===== config.mk =====
export PLATFORM = sky130hd
export DESIGN_NAME = gpio_serial_writer
export DESIGN_NICKNAME = d
export VERILOG_FILES = /design/src/rtl/gpio_serial_writer.sv
export SDC_FILE = /design/constraint.sdc
export NUM_CORES = 1
export LEC_CHECK = 0
export CAP_MARGIN = 20
export CELL_PAD_IN_SITES_DETAIL_PLACEMENT = 1
export CELL_PAD_IN_SITES_GLOBAL_PLACEMENT = 1
export CORE_ASPECT_RATIO = 2
export CORE_MARGIN = 2
export CORE_UTILIZATION = 25
export DETAILED_ROUTE_END_ITERATION = 8
export GPL_TIMING_DRIVEN = 1
export PLACE_DENSITY = 0.59
export SLEW_MARGIN = 20
export SYNTH_ARGS = -nofsm -noshare
export SYNTH_HDL_FRONTEND = slang
export SYNTH_SLANG_ARGS = --single-unit

===== constraint.sdc =====
create_clock -name clk -period 5.1 [get_ports clk]
set_input_delay 1.02 -clock clk [delete_from_list [all_inputs] [get_ports clk]]
set_output_delay 1.02 -clock clk [all_outputs]
set_load 0.02 [all_outputs]

===== src/rtl/gpio_serial_writer.sv =====
// gpio_serial_writer: LSB-first serial loader driving dac_driver shift clocks.
// Define GPIO_SERIAL_WRITER_ABORT_EN to add the abort_in port.
module gpio_serial_writer #(
  parameter int DATA_WIDTH   = 256,
  parameter int NUM_TARGETS  = 6,
  parameter int SETUP_CYCLES = 2,
  parameter int HIGH_CYCLES  = 2,
  parameter int HOLD_CYCLES  = 2,
  parameter int TW = $clog2(NUM_TARGETS),
  parameter int LW = $clog2(DATA_WIDTH + 1)
) (
  input  logic                   clk,
  input  logic                   rst,
  input  logic                   cmd_valid,
  output logic                   cmd_ready,
  input  logic [TW-1:0]          cmd_target,
  input  logic [DATA_WIDTH-1:0]  cmd_data,
  input  logic [LW-1:0]          cmd_len,
  output logic                   sdata,
  output logic [NUM_TARGETS-1:0] sclk,
  output logic                   select_out,
  output logic                   busy,
  output logic                   done,
  output logic                   err
`ifdef GPIO_SERIAL_WRITER_ABORT_EN
  ,
  input  logic                   abort_in
`endif
);

  localparam int MAX_SH = (SETUP_CYCLES > HIGH_CYCLES) ?
                          SETUP_CYCLES : HIGH_CYCLES;
  localparam int MAXC = (MAX_SH > HOLD_CYCLES) ? MAX_SH : HOLD_CYCLES;
  localparam int PW   = (MAXC > 1) ? $clog2(MAXC) : 1;
  localparam int SU1  = SETUP_CYCLES - 1;
  localparam int HI1  = HIGH_CYCLES - 1;
  localparam int HO1  = HOLD_CYCLES - 1;

  localparam logic [PW-1:0] SU_L = SU1[PW-1:0];
  localparam logic [PW-1:0] HI_L = HI1[PW-1:0];
  localparam logic [PW-1:0] HO_L = HO1[PW-1:0];
  localparam logic [TW:0]   NT   = NUM_TARGETS[TW:0];
  localparam logic [LW:0]   DW   = DATA_WIDTH[LW:0];
  localparam logic [LW-1:0] ONE  = {{(LW-1){1'b0}}, 1'b1};

  typedef enum logic [2:0] {
    S_IDLE,
    S_SEL,
    S_SETUP,
    S_HIGH,
    S_HOLD,
    S_FINISH
  } state_t;

  state_t                  state_q;
  logic [PW-1:0]           phase_q;
  logic [LW-1:0]           bits_q;
  logic [DATA_WIDTH-1:0]   shreg_q;
  logic [TW-1:0]           tgt_q;
  logic                    sdata_q;
  logic                    sel_q;
  logic                    done_q;
  logic                    err_q;
  logic [NUM_TARGETS-1:0]  sclk_q;

  logic [PW-1:0]           phase_d;
  logic [LW-1:0]           bits_d;
  logic [DATA_WIDTH-1:0]   shreg_d;
  logic [NUM_TARGETS-1:0]  sclk_d;
  logic                    bad_cmd;
  logic                    abort;
  logic                    in_xfer;

`ifdef GPIO_SERIAL_WRITER_ABORT_EN
  assign abort = abort_in;
`else
  assign abort = 1'b0;
`endif

  assign phase_d = phase_q + 1'b1;
  assign bits_d  = bits_q - 1'b1;
  assign shreg_d = shreg_q >> 1;
  assign sclk_d  = {{(NUM_TARGETS-1){1'b0}}, 1'b1} << tgt_q;
  assign bad_cmd = ({1'b0, cmd_target} >= NT) ||
                   ({1'b0, cmd_len} > DW);
  assign in_xfer = state_q inside {S_SEL, S_SETUP, S_HIGH, S_HOLD};

  always_ff @(posedge clk) begin
    if (rst) begin
      state_q <= S_IDLE;
      phase_q <= '0;
      bits_q  <= '0;
      shreg_q <= '0;
      tgt_q   <= '0;
      sdata_q <= 1'b0;
      sclk_q  <= '0;
      sel_q   <= 1'b0;
      done_q  <= 1'b0;
      err_q   <= 1'b0;
    end else begin
      done_q <= 1'b0;
      err_q  <= 1'b0;
      if (abort && in_xfer) begin
        state_q <= S_IDLE;
        phase_q <= '0;
        bits_q  <= '0;
        sclk_q  <= '0;
        sel_q   <= 1'b0;
        done_q  <= 1'b1;
        err_q   <= 1'b1;
      end else begin
        unique case (state_q)
          S_IDLE: begin
            if (cmd_valid) begin
              if (bad_cmd) begin
                err_q <= 1'b1;
              end else if (cmd_len == '0) begin
                done_q <= 1'b1;
              end else begin
                state_q <= S_SEL;
                shreg_q <= cmd_data;
                tgt_q   <= cmd_target;
                bits_q  <= cmd_len;
                sdata_q <= cmd_data[0];
                sel_q   <= 1'b1;
                phase_q <= '0;
              end
            end
          end
          S_SEL: begin
            state_q <= S_SETUP;
            phase_q <= '0;
          end
          S_SETUP: begin
            if (phase_q == SU_L) begin
              state_q <= S_HIGH;
              phase_q <= '0;
              sclk_q  <= sclk_d;
            end else begin
              phase_q <= phase_d;
            end
          end
          S_HIGH: begin
            if (phase_q == HI_L) begin
              state_q <= S_HOLD;
              phase_q <= '0;
              sclk_q  <= '0;
            end else begin
              phase_q <= phase_d;
            end
          end
          S_HOLD: begin
            if (phase_q == HO_L) begin
              phase_q <= '0;
              // Count of 1 means the bit just clocked was the last one.
              if (bits_q == ONE) begin
                state_q <= S_FINISH;
                sel_q   <= 1'b0;
                done_q  <= 1'b1;
              end else begin
                state_q <= S_SETUP;
                bits_q  <= bits_d;
                shreg_q <= shreg_d;
                sdata_q <= shreg_q[1];
              end
            end else begin
              phase_q <= phase_d;
            end
          end
          S_FINISH: state_q <= S_IDLE;
          default:  state_q <= S_IDLE;
        endcase
      end
    end
  end

  assign cmd_ready  = (state_q == S_IDLE);
  assign busy       = (state_q != S_IDLE);
  assign sdata      = sdata_q;
  assign sclk       = sclk_q;
  assign select_out = sel_q;
  assign done       = done_q;
  assign err        = err_q;

endmodule


; ---- Word level (Yosys, flattened, before mapping)
; Index checks and enable logic that the tools add are counted.
[op_classes]
add_sub_neg = 2
magnitude_cmp = 2
eq_ne = 13
shifts = 1
n_mux = 47
n_bitwise = 4
n_reduce_logical = 15
[op_table]
columns = operator, n
row1 = 256-bit 2-to-1 mux, 5
row2 = 256-bit case mux with 2 select lines, 1
row3 = 9-bit 2-to-1 mux, 5
row4 = 3-bit 2-to-1 mux, 7
row5 = 1-bit 2-to-1 mux, 20
row6 = 9-bit case mux with 2 select lines, 1
row7 = 6-bit AND reduction, 3
row8 = 3-bit case mux with 5 select lines, 1
row9 = 2-bit inequality test (second input constant), 7
row10 = 6-bit 2-to-1 mux, 2
row11 = 6-bit case mux with 2 select lines, 1
row12 = 9-bit by 1-bit == test with 1-bit output (second input constant), 1
row13 = 9-bit greater-than comparator (second input constant), 1
row14 = 9-bit zero test, 1
row15 = 9-bit by 1-bit subtractor with 9-bit output (second input constant), 1
row16 = 4-bit AND reduction, 2
row17 = 3-bit by 2-bit == test with 1-bit output (second input constant), 2
row18 = 1-bit case mux with 2 select lines, 3
row19 = 3-bit nonzero test, 2
row20 = 3-bit OR reduction, 2
row21 = 1-bit by 3-bit << shifter with 6-bit output (first input constant), 1
row22 = 1-bit inverter, 4
row23 = 2-bit nonzero test, 2
row24 = 3-bit by 1-bit == test with 1-bit output (second input constant), 1
row25 = 8 further kinds, 8
[totals]
regBits = 282
inputBits = 271
output_inout_bits = 12
wordCells = 94

; ---- Logic depth before layout (Yosys ltp)
; Gate-level depths: netlist (run 1).
[logic_depth]
ltp_word = 5
depth_mapped = 10

; ---- Worst setup path before layout (run 1)
; OpenSTA, ideal clock, no wires.
[synth_timing]
path_kind = in2reg
start = input port cmd_len[3]
end = register shreg_q[0]
arrival_ns = 2.738
required_time_ns = 4.953
setup_slack_ns = 2.216
path_stages = 7
path_buffers = 2
cell_sequence = or4_4 > o21a_1 > o31a_1 > nor2_2 > buf_2 > buf_4 > a311oi_2
[synth_via]
elab_chain_len = 4
elab_cells_between_ends = 6
cone_classes = order compare (1) / eq/ne (2) / reduce/logical (3)
[synth_rtl]
columns = item, line_no
row1 = from (decl), 18  ; input logic [LW-1:0] cmd_len,
row2 = 9-bit greater-than comparator, 85  ; ({1'b0, cmd_len} > DW);
row3 = 1-bit logical OR, 84  ; assign bad_cmd = ({1'b0, cmd_target} >= NT) ||
row4 = 2-bit inequality test (no line), --
row5 = 6-bit AND reduction (no line) (*), --
row6 = to (signal assigned), 121  ; shreg_q <= cmd_data;
row7 = to (signal assigned), 163  ; shreg_q <= shreg_d;
row8 = to (decl), 58  ; logic [DATA_WIDTH-1:0] shreg_q;
; Mark *: on every way between the ends. The rest lies on a longest branch, timed or not.
; A chain may end at the register's enable or synchronous reset.

; ---- Worst setup path in the final report (run 1)
[layout_timing]
start = register state_q[2]
end = output port cmd_ready
[layout_via]
elab_chain_len = 1
[layout_rtl]
columns = item, line_no
row1 = from (decl), 55  ; state_t state_q;
row2 = from (signal assigned), 90  ; state_q <= S_IDLE;
row3 = from (signal assigned), 104  ; state_q <= S_IDLE;
row4 = from (signal assigned), 120  ; state_q <= S_SEL;
row5 = 3-bit zero test, 177  ; assign cmd_ready = (state_q == S_IDLE);
row6 = to (decl), 15  ; output logic cmd_ready,
; Every way passes these cells.

==> results.toml, run 1 <==
[critical_path]
r2r_cells = 8
cp_max_fo = 12
r2r_end = "shreg_q[145]"
cp_cell_sequence = "inv_1 -> nand2_1 -> inv_1 -> clkdlybuf4s50_1"
slowest_stage = "dfxtp_1"
cp_common_cell = "inv_1"
critPathArrivalTime_ns = 2.43
cp.required_ns = 4.08
cp.depth = 4
worstSetupEndpointType = "primary output"
slowest_delay_ns = 0.64
cpLargestDelayFamily = "buffers and inverters"
worstReg2RegStart = "state_q[2]"
critPathLaunchType = "flip-flop"
timing.critical_path.buf_inv = 3
crit_type = "reg -> out"
r2r_slack_ns = 2.30

[worst_hold_path]
hold-path-endpoint = "sclk[1]"
whs_path_depth = 2
hold_start = "sclk[1]"
hp-class = "reg -> reg"

[placement]
place_area_sq_um = 16750
io_buffers = 282
gp_congestion = 0.7561
dp_hpwl_mm = 30.65

[floorplan]
die-area_sq_um = 56870
start_util = 0.2524
core_sq_um = 54350
die_h_um = 335.3
io_pins = 283
die_w_um = 169.6
fp-row-count = 121

[logic_synthesis]
ys_top_cells_by_count = "nand2_1 (525), dfxtp_1 (281), a21oi_1 (219)"
yosysMostFrequentCell = "nand2_1"
synth-edff-count = 0
yosys-top-cells-area = "dfxtp_1 (41%), nand2_1 (14%), a311oi_2 (11%)"
synth_top_area_frac = 0.4101
synth_seq_cells = 281
ys_warn_count = 0
synth_cell_type_count = 52
synth-seq-area-share = 0.4101
synth_nets = 1908
synth_area_sq_um = 13720
avgSynthCellArea_sq_um = 8.390
async_flop_share = 0
yosys_most_used_dff = "dfxtp_1"
synth_top_cell_by_area = "dfxtp_1"
synthCells = 1635

[route]
drt_iter0_drc = 770
first_pass_iters = 4
ant_nets = 0
drt-wirelength-per-cell_um = 19.68
wl_mm = 48.79
vias = 13047
vias_per_cell = 5.263
drc = 0

[cts]
ctsResizeCount = 0
clockRootBuffer = "clkbuf_16"
insertion_delay_ns = 0.58
cts_tree = "built"
cts_htree_levels = 1
cts_max_path_buffers = 3
holdBufCountCts = 0
post_cts_buffers = 0
clkSlewWorstSetupHoldPaths_ns = 0.07
cts.sinks = 281
cts_buffers = 30

[sta]
slew_viol_final = 0
fmax_mhz = 289.5
setup-violations-final = 0
fin_crit_sh = 0.6772
slew_headroom = 0.4139
fin_worst_skew_ns = 0.01442
worst_pin_slew_ns = 0.8791
rsz0062_at_grt = "no"
fin_crit_ns = 3.454
hold_viol = 0
setup-tns-final_ns = 0

[grt]
antenna_found_initial = 4
grt_pass1_vias = 13912
grt_max_degree = 158
grt_first_pass_wirelength_mm = 77.14
grt_overflow_total = 0
grt_use_total = 0.1657

[finish]
final_nets = 2055
syn_to_final_growth_pct = 29.46
fin_area_sq_um = 17760
drive_gt1_frac = 0.1287

[status]
status = "finished, final reports clean"

[pwr]
p_per_area_nw_per_um2 = 353.3
irDropWorstVdd_mv = 0.2321
leakagePower_nw = 5.905

[run]
maxCapViolations = 0
## sequential cells by signal (all words and copies together) (netlist names)
| signal | flops |
|---|---|
| shreg_q | 256 |
| bits_q | 9 |
| sclk | 6 |
| state_q | 3 |
| tgt_q | 3 |
| done | 1 |
| err | 1 |
| phase_q | 1 |
| select_out | 1 |
## metrics by stage
| step | setup WS, ns | total power, mW | util | instances | hold slack (ns) |
|---|---|---|---|---|---|
| after floorplan | 2.216 | 3.554 | - | 1635 | 0.4484 |
| after global placement | 1.121 | 4.004 | 0.3082 | 2426 | 0.4432 |
| after detailed placement | 1.162 | 4.054 | 0.3082 | 2426 | 0.4578 |
| after CTS | 1.616 | 6.391 | 0.3267 | 2478 | 0.4674 |
| after global routing | 1.505 | 6.609 | 0.3267 | 2478 | 0.4849 |
| final | 1.646 | 6.275 | 0.3267 | 2479 | 0.4624 |
## tightest hold or removal path: stages, from the launching register on
cell and delay, ns:
dfxtp_1 0.31, nand2_1 0.06, a21oi_1 0.05
## worst max-delay path by stage
stage | from | slack, ns | to
final | state_q[2] | 1.65 | cmd_ready
after detailed placement | cmd_len[3] | 1.16 | bits_q[0]
after CTS | state_q[2] | 1.62 | cmd_ready
after floorplan | cmd_len[3] | 2.22 | shreg_q[0]
after global placement | cmd_len[3] | 1.12 | bits_q[0]
after global routing | state_q[2] | 1.51 | cmd_ready
## cells in the final DEF, fill, tap and decap left out, types with 2 or more instances in the layout
cell type	instances
o31ai_1	2
buf_12	12
nor2_1	22
a21oi_2	60
mux2i_1	3
nand3_1	9
nand4_1	2
or4_1	3
nand4b_1	3
ha_1	2
a311oi_1	155
clkbuf_8	12
a32oi_1	2
dfxtp_1	281
buf_4	3
inv_1	8
nor2b_1	2
clkbuf_1	6
clkbuf_16	31
nand2_1	525
or3_1	2
o21ai_0	13
o211ai_1	3
nor4_1	5
nor3_1	3
or4_4	2
clkdlybuf4s50_1	281
and3_1	3
a21oi_1	219
a311oi_2	100
## cell type report
class | count | area, sq um
Tap cell | 676 | 845.8
Clock inverter | 3 | 43.79
Inverter | 8 | 30.03
Sequential cell | 281 | 5625
Timing Repair Buffer | 297 | 3090
Fill cell | 6317 | 36590
Multi-Input combinational cell | 1164 | 7157
Antenna cell | 1 | 2.502
Clock buffer | 49 | 963.4
## routing by layer
metal  wire length [um]  part of all wire  global-route usage  vias to the layer above
met5                 57            0.0012                   0                        -
met3               2265             0.046             0.02911                       79
met1              20700              0.42              0.1988                     6469
met2              24460              0.50              0.2969                      258
li1                   -                 -                   -                     6233
met4               1309             0.027             0.05237                        8
## kinds of logic (layout without fill, tap and decap cells)
kind of cell    after synthesis  after routing  synth area share
buf+inv                     190            357           0.07060
mux                           3              3          0.002189
flops                       281            281            0.4101
simple gates                589            589            0.1704
other cells                   0              1                 0
fa+ha+maj                     2              2          0.001824
compound gates              570            570            0.3449
## power breakdown
part / switching, mW / total, mW / internal (mW) / leakage (nW)
sequential: 0.168 / 2.63 / 2.46 / 2.30
combinational: 0.765 / 1.37 / 0.600 / 3.11
clock: 0.955 / 2.28 / 1.33 / 0.498
total: 1.89 / 6.27 / 4.39 / 5.91
No activity file was read; power rests on OpenSTA's default activity.
==> run 2: changes to the inputs <==
==> constraint.sdc (replaced) <==
create_clock -name clk -period 3.6 [get_ports clk]
set_input_delay 0.72 -clock clk [delete_from_list [all_inputs] [get_ports clk]]
set_output_delay 0.72 -clock clk [all_outputs]
set_load 0.02 [all_outputs]
==> run 2 against run 1 <==
  * Critical path depth unchanged
  * Clock skew increased by 0.0072 ns
  * Sequential power increased by 41%
  * Final cell count increased by 1.3%
  * Combinational power increased by 47%
  * Register-to-register slack got worse by 1.3 ns
  * Flip-flop and latch count unchanged
  * Largest power group unchanged
  * Utilization increased by 0.81 points
  * Routed wire length increased by 0.63%
  * Critical path type unchanged
  * Highest routed layer unchanged
==> results.toml, run 2 (synthesis gave the netlist of run 1 again) <==
[status]
status = "finished, final reports clean"

[finish]
n_fill_cell = 6320
largest_reg_flops = 256
multi_input_area_sq_um = 7157
seq_area_sq_um = 5625
top_register = "shreg_q"
final_nets = 2084
syn_to_final_growth_pct = 32.68
diodes = 0
drive_gt1_frac = 0.1450
final_cell_mix = "nand2_1 (525), dfxtp_1 (281), clkdlybuf4s50_1 (281)"
final_common_cell = "nand2_1"

[cts]
holdBufCountCts = 0
cts_max_path_buffers = 3
cts.sinks = 281
clockRootBuffer = "clkbuf_16"
cts_htree_levels = 1
ctsResizeCount = 0
clkSlewWorstSetupHoldPaths_ns = 0.07
cts_tree = "built"
insertion_delay_ns = 0.58
cts_buffers = 30
post_cts_buffers = 0

[sta]
setup-tns-final_ns = 0
fin_crit_sh = 0.8649
slew_headroom = 0.5414
fmax_mhz = 321.2
setup-violations-final = 0
fin_worst_skew_ns = 0.02160
fin_crit_ns = 3.114
rsz0062_at_grt = "no"
hold_viol = 0
slew_viol_final = 0
worst_pin_slew_ns = 0.6879
worst_slack_ns = 0.4863
worst_hold_slack_ns = 0.4634

[pwr]
p_per_area_nw_per_um2 = 505.5
leakagePower_nw = 6.143
combPwrFrac = 0.220
irDropWorstVdd_mv = 0.3377
internal_power_mw = 6.495
swShare = 0.2940
pwr-share-clk = 0.376
switchingPower_mw = 2.704
seq_power_share = 0.405

[critical_path]
cp_max_fo = 12
slowest_delay_ns = 0.66
cp_cell_sequence = "inv_1 -> nand2_1 -> inv_1 -> clkdlybuf4s50_1"
critPathArrivalTime_ns = 2.39
cp_common_cell = "inv_1"
critPathLaunchType = "flip-flop"
timing.critical_path.buf_inv = 3
worstSetupEndpointType = "primary output"
slowest_stage = "clkdlybuf4s50_1"
crit_type = "reg -> out"
cp.required_ns = 2.88
cpLargestDelayFamily = "buffers and inverters"

[placement]
gp_congestion = 0.7401
dpl_worst_slack_ns = 0.2001
io_buffers = 282
dp_hpwl_mm = 32.69

[route]
wl_mm = 49.10
drt_iter0_drc = 706
ant_nets = 0
vias_per_cell = 5.191
drt-wirelength-per-cell_um = 19.56
vias = 13029
first_pass_iters = 4
drc = 0

[floorplan]
die_w_um = 169.6
die-area_sq_um = 56870
fp-row-count = 121
start_util = 0.2524
die_h_um = 335.3
io_pins = 283
core_sq_um = 54350

[grt]
grt_use_total = 0.1673
grt_overflow_total = 0
grt_max_degree = 103
grt_first_pass_wirelength_mm = 77.28
antenna_found_initial = 5
grt_pass1_vias = 14035

[run]
maxCapViolations = 0

[worst_hold_path]
hp-class = "reg -> reg"
run 2: changes by cell type in the layout (fill, tap and decap cells not counted):
cell / before / now
buf_12: 12 / 23
buf_4: 3 / 21
bufinv_16: 1 / 4
clkbuf_1: 6 / 4
clkinv_2: 1 / 4
clkinv_4: 1 / 0
diode_2: 1 / 0
run 2: path summary, 6_finish.rpt:
kind | endpoint | cells after the start | start | slack [ns]
worst max-delay path | cmd_ready | 4 | state_q[2] | 0.49
worst min-delay path | sclk[1] | 2 | sclk[1] | 0.46
worst max register to register | shreg_q[235] | 9 | state_q[2] | 0.99
worst min register to register | sclk[1] | 2 | sclk[1] | 0.46
run 2: through the flow:
step / total power [mW] / utilization / cell area (sq um) / instances
global route: 9.695 / 0.3349 / 18200 / 2510
detailed placement: 5.828 / 0.3147 / 17100 / 2455
global placement: 5.753 / 0.3147 / 17100 / 2455
finish: 9.200 / 0.3349 / 18200 / 2510
CTS: 9.344 / 0.3349 / 18200 / 2510
floorplan: 5.035 / - / 13720 / 1635
run 2: layout make-up:
| class | instances | area share |
|---|---|---|
| clock inverter | 8 | 0.007700 |
| multi-input combinational | 1164 | 0.3932 |
| clock buffer | 47 | 0.05252 |
| sequential | 281 | 0.3091 |
| tap | 676 | 0.04647 |
| timing repair buffer | 326 | 0.1893 |
| inverter | 8 | 0.001650 |
run 2: layer usage:
metal / wire [um] / up-vias / global-route usage
met5: 57 / - / 0
met4: 1061 / 10 / 0.04492
li1: - / 6286 / -
met1: 20640 / 6413 / 0.2007
met3: 2205 / 68 / 0.02841
met2: 25140 / 252 / 0.3045
run 2: power groups by stage:
stage	registers (mW)	clock network, mW	logic (mW)
4_1_cts	3.72	3.57	2.05
2_1_floorplan	3.71	0	1.32
3_3_place_gp	3.77	0	1.98
6_report	3.72	3.46	2.02
5_1_grt	3.77	3.70	2.22
3_5_place_dp	3.79	0	2.04
run 2: worst reg2reg max path: stages, from the launching register on:
cell	delay [ns]
dfxtp_1	0.60
inv_1	0.26
nand2_1	0.19
inv_1	0.10
and2_1	0.17
nor2_1	0.39
nor2_4	0.11
buf_12	0.19
buf_12	0.20
a311oi_2	0.28
==> run 3: changes to the inputs <==
--- a/config.mk
+++ b/config.mk
@@ -12,7 +12,7 @@
 export CORE_MARGIN = 2
 export CORE_UTILIZATION = 25
 export DETAILED_ROUTE_END_ITERATION = 8
-export GPL_TIMING_DRIVEN = 1
+export GPL_TIMING_DRIVEN = 0
 export PLACE_DENSITY = 0.59
 export SLEW_MARGIN = 20
 export SYNTH_ARGS = -nofsm -noshare
==> run 3 against run 2 <==
  * Sequential share of layout area fell by 0.39 points
  * First-iteration DRC count fell by 22%
  * Clock power is 3% lower
  * Die area stayed put
  * Fmax barely moved
  * Worst setup slack got worse by 0.00053 ns
  * Critical path type is now in -> reg
==> results.toml, run 3 (synthesis gave the netlist of run 1 again) <==
[floorplan]
die_h_um = 335.3
die_w_um = 169.6
start_util = 0.2524
io_pins = 283
die-area_sq_um = 56870
core_sq_um = 54350
fp-row-count = 121

[critical_path]
slowest_stage = "or4_4"
critPathArrivalTime_ns = 3.48
critPathLaunchType = "input pin"
slowest_delay_ns = 0.61
cp.required_ns = 3.97
crit_type = "in -> reg"
cp_max_fo = 10
cp_cell_sequence = "clkdlybuf4s50_1 -> or4_4 -> o21a_1 -> o31a_1 -> nor2_2 -> buf_2 -> buf_4 -> a311oi_2"
worstSetupEndpointType = "flip-flop"

[cts]
clkSlewWorstSetupHoldPaths_ns = 0.06
holdBufCountCts = 0
cts_htree_levels = 2
clockRootBuffer = "clkbuf_16"
cts_buffers = 34
cts_max_path_buffers = 3
ctsResizeCount = 0
cts_tree = "built"
insertion_delay_ns = 0.52
cts.sinks = 281
post_cts_buffers = 0

[sta]
fmax_mhz = 321.1
worst_pin_slew_ns = 0.9600
setup-violations-final = 0
worst_slack_ns = 0.4857
slew_viol_final = 0
hold_viol = 0
worst_hold_slack_ns = 0.4523
fin_crit_ns = 3.114
fin_worst_skew_ns = 0.008261
rsz0062_at_grt = "no"
fin_crit_sh = 0.8651
slew_headroom = 0.3600

[placement]
dp_hpwl_mm = 39.78
io_buffers = 281
dpl_worst_slack_ns = -0.1163
gp_congestion = 0.7706

[route]
vias_per_cell = 5.112
drt-wirelength-per-cell_um = 19.90
vias = 13567
drc = 0
drt_iter0_drc = 550
first_pass_iters = 4
ant_nets = 0
wl_mm = 52.81

[finish]
syn_to_final_growth_pct = 34.39
drive_gt1_frac = 0.1424
final_common_cell = "nand2_1"
n_fill_cell = 6419
final_cell_mix = "nand2_1 (525), dfxtp_1 (281), clkdlybuf4s50_1 (281)"
largest_reg_flops = 256
final_nets = 2225
top_register = "shreg_q"

[pwr]
irDropWorstVdd_mv = 0.2818
p_per_area_nw_per_um2 = 495.2
leakagePower_nw = 6.275

[status]
status = "finished, final reports clean"

[grt]
antenna_found_initial = 8
grt_pass1_vias = 14881
grt_overflow_total = 0
grt_first_pass_wirelength_mm = 82.49
grt_max_degree = 13
grt_use_total = 0.1823

[run]
maxCapViolations = 0

[worst_hold_path]
hp-class = "reg -> reg"
[run 3: cell count changes in the layout (fill, tap and decap cells not counted), moves of 5 or more]
cell      delta
clkbuf_1   +122
buf_6       +17
buf_2       +32
clkbuf_8     -5
buf_12      -22
buf_4        -8
[run 3: path summary, 6_finish.rpt]
kind	depth (start not counted)	end	slack [ns]	start
setup / recovery	8	shreg_q[246]	0.49	cmd_len[7]
hold / removal	2	sclk[4]	0.45	sclk[4]
setup reg to reg	7	shreg_q[224]	0.55	state_q[2]
hold reg to reg	2	sclk[4]	0.45	sclk[4]
[run 3: area by class of cell]
type	count	area, sq um	share of cell area
antenna	4	10.01	0.0005430
sequential	281	5625	0.3052
tap	676	845.8	0.04588
multi-input combinational	1164	7123	0.3864
inverter	8	30.03	0.001629
buffer	182	938.4	0.05091
clock inverter	7	42.54	0.002308
timing repair buffer	281	2813	0.1526
clock buffer	51	1006	0.05457
[run 3: metrics by stage]
stage / area, sq um / std cells / TNS [ns] / utilization / power (mW)
after floorplan: 13720 / 1635 / 0 / - / 5.035
after detailed placement: 17380 / 2592 / -15.61 / 0.3197 / 5.844
after global placement: 17380 / 2592 / -12.48 / 0.3197 / 5.775
after CTS: 18420 / 2650 / 0 / 0.3390 / 9.256
final: 18430 / 2654 / 0 / 0.3392 / 9.129
after global routing: 18430 / 2652 / 0 / 0.3391 / 9.606
[run 3: metal layers]
| layer | vias up | global-route usage | wire [um] |
|---|---|---|---|
| li1 | 6589 | - | - |
| met5 | - | 0 | 67 |
| met1 | 6614 | 0.1955 | 20500 |
| met2 | 277 | 0.3472 | 27830 |
| met3 | 77 | 0.04196 | 3001 |
| met4 | 10 | 0.05819 | 1406 |
[run 3: worst max-delay path, delay by kind of cell]
family,cells,cell delay [ns]
and+or+nand+nor,2,0.88
buffers and inverters,3,1.13
AOI/OAI and AO/OA,3,0.74
[run 3: power breakdown]
group	total (mW)	leakage [nW]	internal [mW]	switching [mW]
combinational	2.06	3.45	0.907	1.15
sequential	3.71	2.30	3.49	0.221
clock	3.36	0.520	1.93	1.43
